===== src/rtl/ram_2p_copy_engine_if.sv =====
// ram_2p_copy_engine_if: dual-port SRAM request bundle between the copy engine (master) and the RAM (slave).
interface ram_2p_copy_engine_if #(
    parameter int Width = 32,
    parameter int Depth = 128
);
    localparam int Aw = $clog2(Depth);
    logic             a_req_o;
    logic             a_write_o;
    logic [Aw-1:0]    a_addr_o;
    logic [Width-1:0] a_wdata_o;
    logic [Width-1:0] a_wmask_o;
    logic [Width-1:0] a_rdata_i;
    logic             b_req_o;
    logic             b_write_o;
    logic [Aw-1:0]    b_addr_o;
    logic [Width-1:0] b_wdata_o;
    logic [Width-1:0] b_wmask_o;
    logic [Width-1:0] b_rdata_i;
    modport master (
        output a_req_o, a_write_o, a_addr_o, a_wdata_o, a_wmask_o,
        input  a_rdata_i,
        output b_req_o, b_write_o, b_addr_o, b_wdata_o, b_wmask_o,
        input  b_rdata_i
    );
    modport slave (
        input  a_req_o, a_write_o, a_addr_o, a_wdata_o, a_wmask_o,
        output a_rdata_i,
        input  b_req_o, b_write_o, b_addr_o, b_wdata_o, b_wmask_o,
        output b_rdata_i
    );
endinterface


===== src/rtl/ram_2p_copy_engine.sv =====
// ram_2p_copy_engine: block copy through a dual-port SRAM, reading on port A and writing on port B one cycle behind.
// Define RAM_COPY_FILL_EN to add a fill mode that writes a constant word without reading.
module ram_2p_copy_engine #(
    parameter int  Width = 32,
    parameter int  Depth = 128,
    localparam int Aw    = $clog2(Depth)
) (
    input  logic                  clk_i,
    input  logic                  rst_i,
    input  logic                  start_i,
    input  logic [Aw-1:0]         src_addr_i,
    input  logic [Aw-1:0]         dst_addr_i,
    input  logic [Aw:0]           len_i,
    input  logic                  abort_i,
`ifdef RAM_COPY_FILL_EN
    input  logic                  fill_i,
    input  logic [Width-1:0]      fill_data_i,
`endif
    output logic                  busy_o,
    output logic                  done_o,
    ram_2p_copy_engine_if.master  ram
);
    typedef enum logic [1:0] {IDLE, RUN, DRAIN} state_t;
    state_t           state_q, state_d;
    logic [Aw-1:0]    src_q, src_d, dst_q, dst_d, a_addr_q, a_addr_d, b_addr_q, b_addr_d;
    logic [Aw:0]      len_q, len_d, rd_q, rd_d, wr_q, wr_d;
    logic             a_req_q, a_req_d, b_req_q, b_req_d, busy_d, done_d;
    logic             fill_in, fill_q;
    logic [Width-1:0] fdata_q;
`ifdef RAM_COPY_FILL_EN
    assign fill_in = fill_i;
    always_ff @(posedge clk_i or posedge rst_i) begin
        if (rst_i) begin
            fill_q  <= 1'b0;
            fdata_q <= '0;
        end else if (state_q == IDLE && start_i) begin
            fill_q  <= fill_i;
            fdata_q <= fill_data_i;
        end
    end
`else
    assign fill_in = 1'b0;
    assign fill_q  = 1'b0;
    assign fdata_q = '0;
`endif
    always_comb begin
        state_d  = state_q;
        src_d    = src_q;
        dst_d    = dst_q;
        len_d    = len_q;
        rd_d     = rd_q;
        wr_d     = wr_q;
        a_req_d  = 1'b0;
        a_addr_d = a_addr_q;
        b_req_d  = 1'b0;
        b_addr_d = b_addr_q;
        busy_d   = busy_o;
        done_d   = 1'b0;
        case (state_q)
            IDLE: begin
                if (start_i && len_i == '0) begin
                    done_d = 1'b1;
                end else if (start_i) begin
                    state_d  = RUN;
                    src_d    = src_addr_i;
                    dst_d    = dst_addr_i;
                    len_d    = len_i;
                    busy_d   = 1'b1;
                    rd_d     = 1;
                    wr_d     = fill_in ? 1 : 0;
                    a_req_d  = !fill_in;
                    a_addr_d = src_addr_i;
                    b_req_d  = fill_in;
                    b_addr_d = dst_addr_i;
                end
            end
            RUN: begin
                if (abort_i) begin
                    state_d = IDLE;
                    busy_d  = 1'b0;
                end else if (fill_q) begin
                    // fill has no read stage, so completion follows the last write directly
                    b_req_d  = wr_q != len_q;
                    b_addr_d = dst_q + wr_q[Aw-1:0];
                    wr_d     = wr_q + 1;
                    state_d  = wr_q == len_q ? IDLE : RUN;
                    busy_d   = wr_q != len_q;
                    done_d   = wr_q == len_q;
                end else begin
                    a_req_d  = rd_q != len_q;
                    a_addr_d = src_q + rd_q[Aw-1:0];
                    rd_d     = rd_q + 1;
                    b_req_d  = 1'b1;
                    b_addr_d = dst_q + wr_q[Aw-1:0];
                    wr_d     = wr_q + 1;
                    state_d  = rd_q == len_q ? DRAIN : RUN;
                end
            end
            DRAIN: begin
                state_d = IDLE;
                busy_d  = 1'b0;
                done_d  = !abort_i;
            end
            default: state_d = IDLE;
        endcase
    end
    always_ff @(posedge clk_i or posedge rst_i) begin
        if (rst_i) begin
            state_q  <= IDLE;
            src_q    <= '0;
            dst_q    <= '0;
            len_q    <= '0;
            rd_q     <= '0;
            wr_q     <= '0;
            a_req_q  <= 1'b0;
            a_addr_q <= '0;
            b_req_q  <= 1'b0;
            b_addr_q <= '0;
            busy_o   <= 1'b0;
            done_o   <= 1'b0;
        end else begin
            state_q  <= state_d;
            src_q    <= src_d;
            dst_q    <= dst_d;
            len_q    <= len_d;
            rd_q     <= rd_d;
            wr_q     <= wr_d;
            a_req_q  <= a_req_d;
            a_addr_q <= a_addr_d;
            b_req_q  <= b_req_d;
            b_addr_q <= b_addr_d;
            busy_o   <= busy_d;
            done_o   <= done_d;
        end
    end
    assign ram.a_req_o   = a_req_q;
    assign ram.a_write_o = 1'b0;
    assign ram.a_addr_o  = a_addr_q;
    assign ram.a_wdata_o = '0;
    assign ram.a_wmask_o = '0;
    assign ram.b_req_o   = b_req_q;
    assign ram.b_write_o = b_req_q;
    assign ram.b_addr_o  = b_addr_q;
    // read data lands the cycle after the read, exactly when its write is issued
    assign ram.b_wdata_o = !b_req_q ? '0 : fill_q ? fdata_q : ram.a_rdata_i;
    assign ram.b_wmask_o = '1;
endmodule

===== src/flat_wrapper.sv =====
// flat-port wrapper written by rule: the top's interface ports become plain ports
module ram_2p_copy_engine_flat 
#(
    parameter int  Width = 32,
    parameter int  Depth = 128,
    localparam int Aw    = $clog2(Depth)
)
  (clk_i, rst_i, start_i, src_addr_i, dst_addr_i, len_i, abort_i, busy_o, done_o, ram_a_req_o, ram_a_write_o, ram_a_addr_o, ram_a_wdata_o, ram_a_wmask_o, ram_a_rdata_i, ram_b_req_o, ram_b_write_o, ram_b_addr_o, ram_b_wdata_o, ram_b_wmask_o, ram_b_rdata_i);
  ram_2p_copy_engine_if #(.Width(Width), .Depth(Depth)) ram_i ();
  input  logic clk_i;
  input  logic rst_i;
  input  logic start_i;
  input  logic [Aw-1:0] src_addr_i;
  input  logic [Aw-1:0] dst_addr_i;
  input  logic [Aw:0] len_i;
  input  logic abort_i;
  output logic busy_o;
  output logic done_o;
  output wire logic [$bits(ram_i.a_req_o)-1:0] ram_a_req_o;
  output wire logic [$bits(ram_i.a_write_o)-1:0] ram_a_write_o;
  output wire logic [$bits(ram_i.a_addr_o)-1:0] ram_a_addr_o;
  output wire logic [$bits(ram_i.a_wdata_o)-1:0] ram_a_wdata_o;
  output wire logic [$bits(ram_i.a_wmask_o)-1:0] ram_a_wmask_o;
  input wire logic [$bits(ram_i.a_rdata_i)-1:0] ram_a_rdata_i;
  output wire logic [$bits(ram_i.b_req_o)-1:0] ram_b_req_o;
  output wire logic [$bits(ram_i.b_write_o)-1:0] ram_b_write_o;
  output wire logic [$bits(ram_i.b_addr_o)-1:0] ram_b_addr_o;
  output wire logic [$bits(ram_i.b_wdata_o)-1:0] ram_b_wdata_o;
  output wire logic [$bits(ram_i.b_wmask_o)-1:0] ram_b_wmask_o;
  input wire logic [$bits(ram_i.b_rdata_i)-1:0] ram_b_rdata_i;
  assign ram_a_req_o = ram_i.a_req_o;
  assign ram_a_write_o = ram_i.a_write_o;
  assign ram_a_addr_o = ram_i.a_addr_o;
  assign ram_a_wdata_o = ram_i.a_wdata_o;
  assign ram_a_wmask_o = ram_i.a_wmask_o;
  assign ram_i.a_rdata_i = ram_a_rdata_i;
  assign ram_b_req_o = ram_i.b_req_o;
  assign ram_b_write_o = ram_i.b_write_o;
  assign ram_b_addr_o = ram_i.b_addr_o;
  assign ram_b_wdata_o = ram_i.b_wdata_o;
  assign ram_b_wmask_o = ram_i.b_wmask_o;
  assign ram_i.b_rdata_i = ram_b_rdata_i;
  ram_2p_copy_engine #(.Width(Width), .Depth(Depth)) u_core (.clk_i(clk_i), .rst_i(rst_i), .start_i(start_i), .src_addr_i(src_addr_i), .dst_addr_i(dst_addr_i), .len_i(len_i), .abort_i(abort_i), .busy_o(busy_o), .done_o(done_o), .ram(ram_i));
endmodule

===== config.mk =====
export PLATFORM = sky130hd
export DESIGN_NAME = ram_2p_copy_engine_flat
export DESIGN_NICKNAME = d
export VERILOG_FILES = /design/src/rtl/ram_2p_copy_engine_if.sv /design/src/rtl/ram_2p_copy_engine.sv /design/src/flat_wrapper.sv
export SDC_FILE = /design/constraint.sdc
export NUM_CORES = 1
export LEC_CHECK = 0
export CAP_MARGIN = 30
export CORE_MARGIN = 3
export CORE_UTILIZATION = 39
export DETAILED_ROUTE_END_ITERATION = 8
export PLACE_DENSITY = 0.83
export SYNTH_ARGS = -nofsm -noshare
export SYNTH_HDL_FRONTEND = slang
export SYNTH_SLANG_ARGS = --single-unit

===== constraint.sdc =====
create_clock -name clk_i -period 2.6 [get_ports clk_i]
set_input_delay 0.52 -clock clk_i [delete_from_list [all_inputs] [get_ports clk_i]]
set_output_delay 0.52 -clock clk_i [all_outputs]
set_load 0.1 [all_outputs]

* After elaboration in Yosys (flattened, before gate mapping) *
Cells that the tools add are included.

storage, ports and cells
  memory bits (read-only) = 0
  latch bits = 0
  output and inout bits = 148
  word-level logic and storage cells = 69
  input bits = 90
  memories = 0
  bits in registers = 58
  RAM bits = 0

cells by class
  $add $sub $neg = 4
  multipliers = 0
  shifts and indexed selects = 0
  muxes and demuxes = 34
  divide/modulo/power cells = 0
  order comparisons = 0
  reduce and logical (&&, ||, !) cells = 10
  bitwise logic cells = 1
  eq/ne operators = 8

operators by type and width
  kind                                                  number
  two-way mux 8 bit                                     6
  two-way mux 7 bit                                     6
  two-way mux 32 bit                                    1
  case mux 8 bit (2 select lines)                       2
  case mux 7 bit (2 select lines)                       2
  adder 8 x 1 -> 8 bit (second input constant)          2
  adder 7 bit                                           2
  two-way mux 1 bit                                     9
  equality test 8 bit                                   1
  logical NOT 8 bit                                     1
  two-way mux 2 bit                                     4
  != test 2 bit (second input constant)                 4
  != test 8 bit                                         1
  AND reduction 4 bit                                   2
  case mux 1 bit (2 select lines)                       2
  case mux 2 bit (2 select lines)                       1
  case mux 1 bit (3 select lines)                       1
  AND reduction 3 bit                                   1
  nonzero test 3 bit                                    1
  equality test 2 x 1 -> 1 bit (second input constant)  1
  equality test 2 bit (second input constant)           1
  logical NOT 2 bit                                     1
  AND reduction 2 bit                                   1
  nonzero test 2 bit                                    1
  3 further kinds                                       3

* Longest topological paths before layout *
Gate-level depths: netlist of the first run.

  depth in word-level cells = 4
  depth in mapped cells = 10
  mapped depth without buffers = 8

* Worst setup path before layout of the first run *
OpenSTA, ideal clock, no wires.

  path type = flip-flop to output port
  start point = reg u_core.b_req_q (netlist: u_core.ram.b_req_o)
  end point = out ram_b_wdata_o[10]
  cell stages (with the launch flop) = 3
  arrival time = 1.999 ns
  buffers on the path = 1
  required time = 2.080 ns
  path slack = 0.081 ns
  cells stage by stage = dfrtp_1 -> clkbuf_1 -> and2_1

between the ends
  cells in the longest elaborated chain, start to end = 1

RTL lines
  what                      line                       source
  start: declaration        ram_2p_copy_engine.sv:27   logic a_req_q, a_req_d, b_req_q, b_req_d, busy_d, done_d;
  start signal: assignment  ram_2p_copy_engine.sv:130  b_req_q <= b_req_d;
  two-way mux 32 bit        ram_2p_copy_engine.sv:145  assign ram.b_wdata_o = !b_req_q ? '0 : fill_q ? fdata_q : ram.a_rdata_i;
  end: declaration          flat_wrapper.sv:28         output wire logic [$bits(ram_i.b_wdata_o)-1:0] ram_b_wdata_o;

No other way between the ends.

* Final worst setup path of the first run *
  start point = reg u_core.state_q[1]
  end point = reg u_core.b_addr_q[1] (netlist: u_core.ram.b_addr_o[1])

between the ends
  cells in the longest elaborated chain, start to end = 3
  elaborated cells between the ends (all ways) = 8
  those cells by class = eq/ne (4); mux (1); reduce/logical (3)

RTL lines
  what                                                                  line                       source
  start: declaration                                                    ram_2p_copy_engine.sv:24   state_t state_q, state_d;
  start signal: assignment                                              ram_2p_copy_engine.sv:122  state_q <= state_d;
  equality test 2 x 1 -> 1 bit or logical NOT 2 bit (tied branches)     ram_2p_copy_engine.sv:59   case (state_q)
  != test 2 bit (no source line) or nonzero test 2 bit (tied branches)  --
  AND reduction 4 bit (no source line)                                  --
  end signal: assignment                                                ram_2p_copy_engine.sv:131  b_addr_q <= b_addr_d;
  end: declaration                                                      ram_2p_copy_engine.sv:25   logic [Aw-1:0] src_q, src_d, dst_q, dst_d, a_addr_q, a_addr_d, b_addr_q, b_addr_d;

Several ways; a longest one is shown, not always the timed one.
A chain may end at the register's enable or synchronous reset.

==> impl_metrics.env, run 1 <==
export IMPL_hold_viol=0
export IMPL_power_frac_seq=0.215
export IMPL_synth_cell_types=47
export IMPL_ys_seq_elements=57
export IMPL_pwr_share_comb=0.665
export IMPL_worst_path_max_fanout=17
export IMPL_vias_per_cell=4.888
export IMPL_antenna_diode_count=0
export IMPL_fmax_ghz=0.4367
export IMPL_switching_share=0.5545
export IMPL_finalSetupTns_ns=0
export IMPL_setup_viol=0
export IMPL_ir_worst_vdd_uv=945.6
export IMPL_die_area_mm2=0.01186
export IMPL_cpMaxStageDelayCell="ha_1"
export IMPL_vias=3358
export IMPL_hold_path_class="flip-flop to flip-flop"
export IMPL_p_per_area_mw_per_mm2=1352
export IMPL_rows=36
export IMPL_cap_violations=0
export IMPL_synth_avg_cell_area_um2=9.473
export IMPL_yosys_area_top_type="dfrtp_1"
export IMPL_postRouteAntennaNets=0
export IMPL_rsz0062_at_grt="false"
export IMPL_skew_ns=0.006542
export IMPL_crit_family="compound AO/OA/AOI/OAI gates"
export IMPL_slew_viol_final=0
export IMPL_cts_made_buffers=9
export IMPL_outcome="completed"
export IMPL_timing_final_crit_share=0.8808
export IMPL_slew_headroom=0.5163
export IMPL_firstDrtPassIters=4
export IMPL_syn_cell_area_mm2=0.004130
export IMPL_hpwlAfterDp_mm=9.118
export IMPL_die_width_um=108.9
export IMPL_fp_dieH_um=108.9
export IMPL_worst_pin_slew_ns=0.7255
export IMPL_ys_seq_area_frac=0.3453
export IMPL_fin_nets=659
export IMPL_syn_instance_count=436
export IMPL_ys_flop_type="dfrtp_1"
export IMPL_cts_tree="done"
export IMPL_power_frac_clock=0.120
export IMPL_intPower_w=0.003328
export IMPL_synth_edf_count=0
export IMPL_core_area_mm2=0.01004
export IMPL_finalWirelength_mm=11.82
export IMPL_grt_pass1_vias=3191
export IMPL_path_class="flip-flop to flip-flop"
export IMPL_h_tree_depth=3
export IMPL_cp_required_ns=2.82
export IMPL_ctsResizeCount=0
export IMPL_cts_buffer_depth=2
export IMPL_grt_ovfl_total=0
export IMPL_drcViolationCount=0
export IMPL_p_sw_w=0.004143
export IMPL_cts_root_buffer_cell="clkbuf_8"
export IMPL_period_needed_ns=2.290
export IMPL_clkTransAtPathRegs_ns=0.07
export IMPL_clk_latency_ns=0.34
export IMPL_worst_setup_path_end_kind="flip-flop"
export IMPL_yosysWarnings=0
export IMPL_grt_total_usage=0.1936
export IMPL_io_pins=238
export IMPL_path_buf_inv=3
export IMPL_drive_above_1_share=0.1986
export IMPL_p_leak_nw=2.526
export IMPL_synth_area_top_cells="dfrtp_1, buf_4, mux2_2, ha_1, and2_1"
export IMPL_cts_sinks=57
export IMPL_crit_path_start_kind="flip-flop"
export IMPL_pre_cts_ws_ns=0.08782
export IMPL_io_buffer_count=108
export IMPL_grt_max_degree=58
export IMPL_worst_slack_ns=0.3099
export IMPL_grt_antenna_before_repair=0
export IMPL_post_cts_setup_buffer_count=0
export IMPL_initial_utilization=0.4112
export IMPL_crit_path_cell_trace="inv_1, ha_1, clkinv_1, a21oi_2, a21o_4, buf_4, nand2_1, o21ai_0"
export IMPL_syn2layout_area_growth_pct=33.81
export IMPL_grt_pass1_wl_mm=17.60
export IMPL_postCtsHoldBufs=0
export IMPL_async_reset_ff_frac=1.000
export IMPL_power_w=0.007471
export IMPL_max_stage_delay_ns=0.47
export IMPL_synth_top_cell_area_share=0.3453
export IMPL_routedWlPerCell_um=17.21
export IMPL_drtIter0Drc=249
export IMPL_worstPathArrival_ns=2.52
export IMPL_gp_congestion=0.8740
## cell usage in the layout (no fill, tap or decap), types with 5 or more instances in the layout
cell	instances
conb_1	97
clkdlybuf4s50_1	57
dfrtp_1	57
and2_1	34
buf_12	34
buf_4	28
nand2_1	25
o21ai_0	24
mux2_2	22
nor2_1	20
ha_1	18
xnor2_1	17
a21oi_1	13
a211oi_1	11
clkbuf_8	9
inv_1	6
nand3_1	6
a21o_1	5
a2bb2oi_1	5
nand4_1	5
## per-layer routing
metal,share of wire,GRT usage
met1,0.37,0.2333
met2,0.54,0.3509
met3,0.077,0.03848
met4,0.0076,0.04959
met5,0,0
## per-stage QoR
| stage | instance area, um2 | util | hold WS, ns | cells |
|---|---|---|---|---|
| after floorplan | 4487 | - | 0.4849 | 531 |
| after global placement | 5316 | 0.5293 | 0.4635 | 671 |
| after detailed placement | 5316 | 0.5293 | 0.4752 | 671 |
| after CTS | 5527 | 0.5502 | 0.4911 | 687 |
| after global routing | 5527 | 0.5502 | 0.5193 | 687 |
| final | 5527 | 0.5502 | 0.4873 | 687 |
## kinds of logic after synthesis
family                     synth area share
muxes                               0.06968
xor gates and xnor gates            0.04241
adders and majority gates           0.06422
buffers and inverters                0.2024
DFF                                  0.3454
other                              0.001818
and+or+nand+nor                      0.1430
AOI/OAI and AO/OA                    0.1312
## state kept, by name (all words and copies together) (netlist names)
name and flops:
u_core.dst_q 7, u_core.rd_q 8, u_core.state_q 2, u_core.busy_o 1, u_core.len_q 8, u_core.ram.b_req_o 1
u_core.ram.a_req_o 1, u_core.done_o 1, u_core.ram.b_addr_o 7, u_core.wr_q 7, u_core.ram.a_addr_o 7, u_core.src_q 7
## worst paths after layout
path / from / endpoint / slack (ns) / cells after the start
worst max register to register: u_core.state_q[1] / u_core.ram.b_addr_o[1] / 0.31 / 8
worst min register to register: u_core.ram.a_addr_o[0] / u_core.ram.a_addr_o[0] / 0.49 / 2
min in group asynchronous: rst_i / u_core.ram.a_addr_o[2] / 0.70 / 3
worst min-delay path: u_core.ram.a_addr_o[0] / u_core.ram.a_addr_o[0] / 0.49 / 2
worst max-delay path: u_core.state_q[1] / u_core.ram.b_addr_o[1] / 0.31 / 8
max in group asynchronous: rst_i / u_core.len_q[6] / 1.42 / 3
## cells in the mapped netlist, types with 5 or more instances
library cell    n
buf_4         100
dfrtp_1        57
and2_1         34
nand2_1        25
o21ai_0        24
mux2_2         22
nor2_1         20
ha_1           18
xnor2_1        17
a21oi_1        14
a211oi_1       11
inv_1           7
clkbuf_1        6
nand3_1         6
a21o_1          5
a2bb2oi_1       5
buf_2           5
nand4_1         5
## power groups by stage
stage          Clock (W)  Combinational (W)  Sequential [W]
2_1_floorplan          0            0.00303         0.00239
3_3_place_gp           0            0.00479         0.00159
3_5_place_dp           0            0.00491         0.00162
4_1_cts         0.000906            0.00496         0.00160
5_1_grt         0.000948            0.00522         0.00166
6_report        0.000900            0.00497         0.00161
## cell type report
class | instances | area [um2]
well taps | 133 | 166.4
repair buffers | 119 | 1461
inverters | 9 | 33.78
clock buffers | 10 | 127.6
flip-flops and latches | 57 | 1426
fillers | 838 | 4518
multi-input cells | 353 | 2228
clock inverters | 6 | 82.58
## tightest hold or removal path: cells and delay by family (launching register included)
family           cells  cell delay (ns)
AO/OA/AOI/OAI        1             0.07
flip-flops           1             0.34
AND/OR/NAND/NOR      1             0.04
No activity file was read; power rests on OpenSTA's default activity.
==> run 2: changes to the inputs <==
- SKIP_LAST_GASP: default -> 1
==> results of run 2 <==
The final DEF is identical to that of run 1; final timing and power are the same.
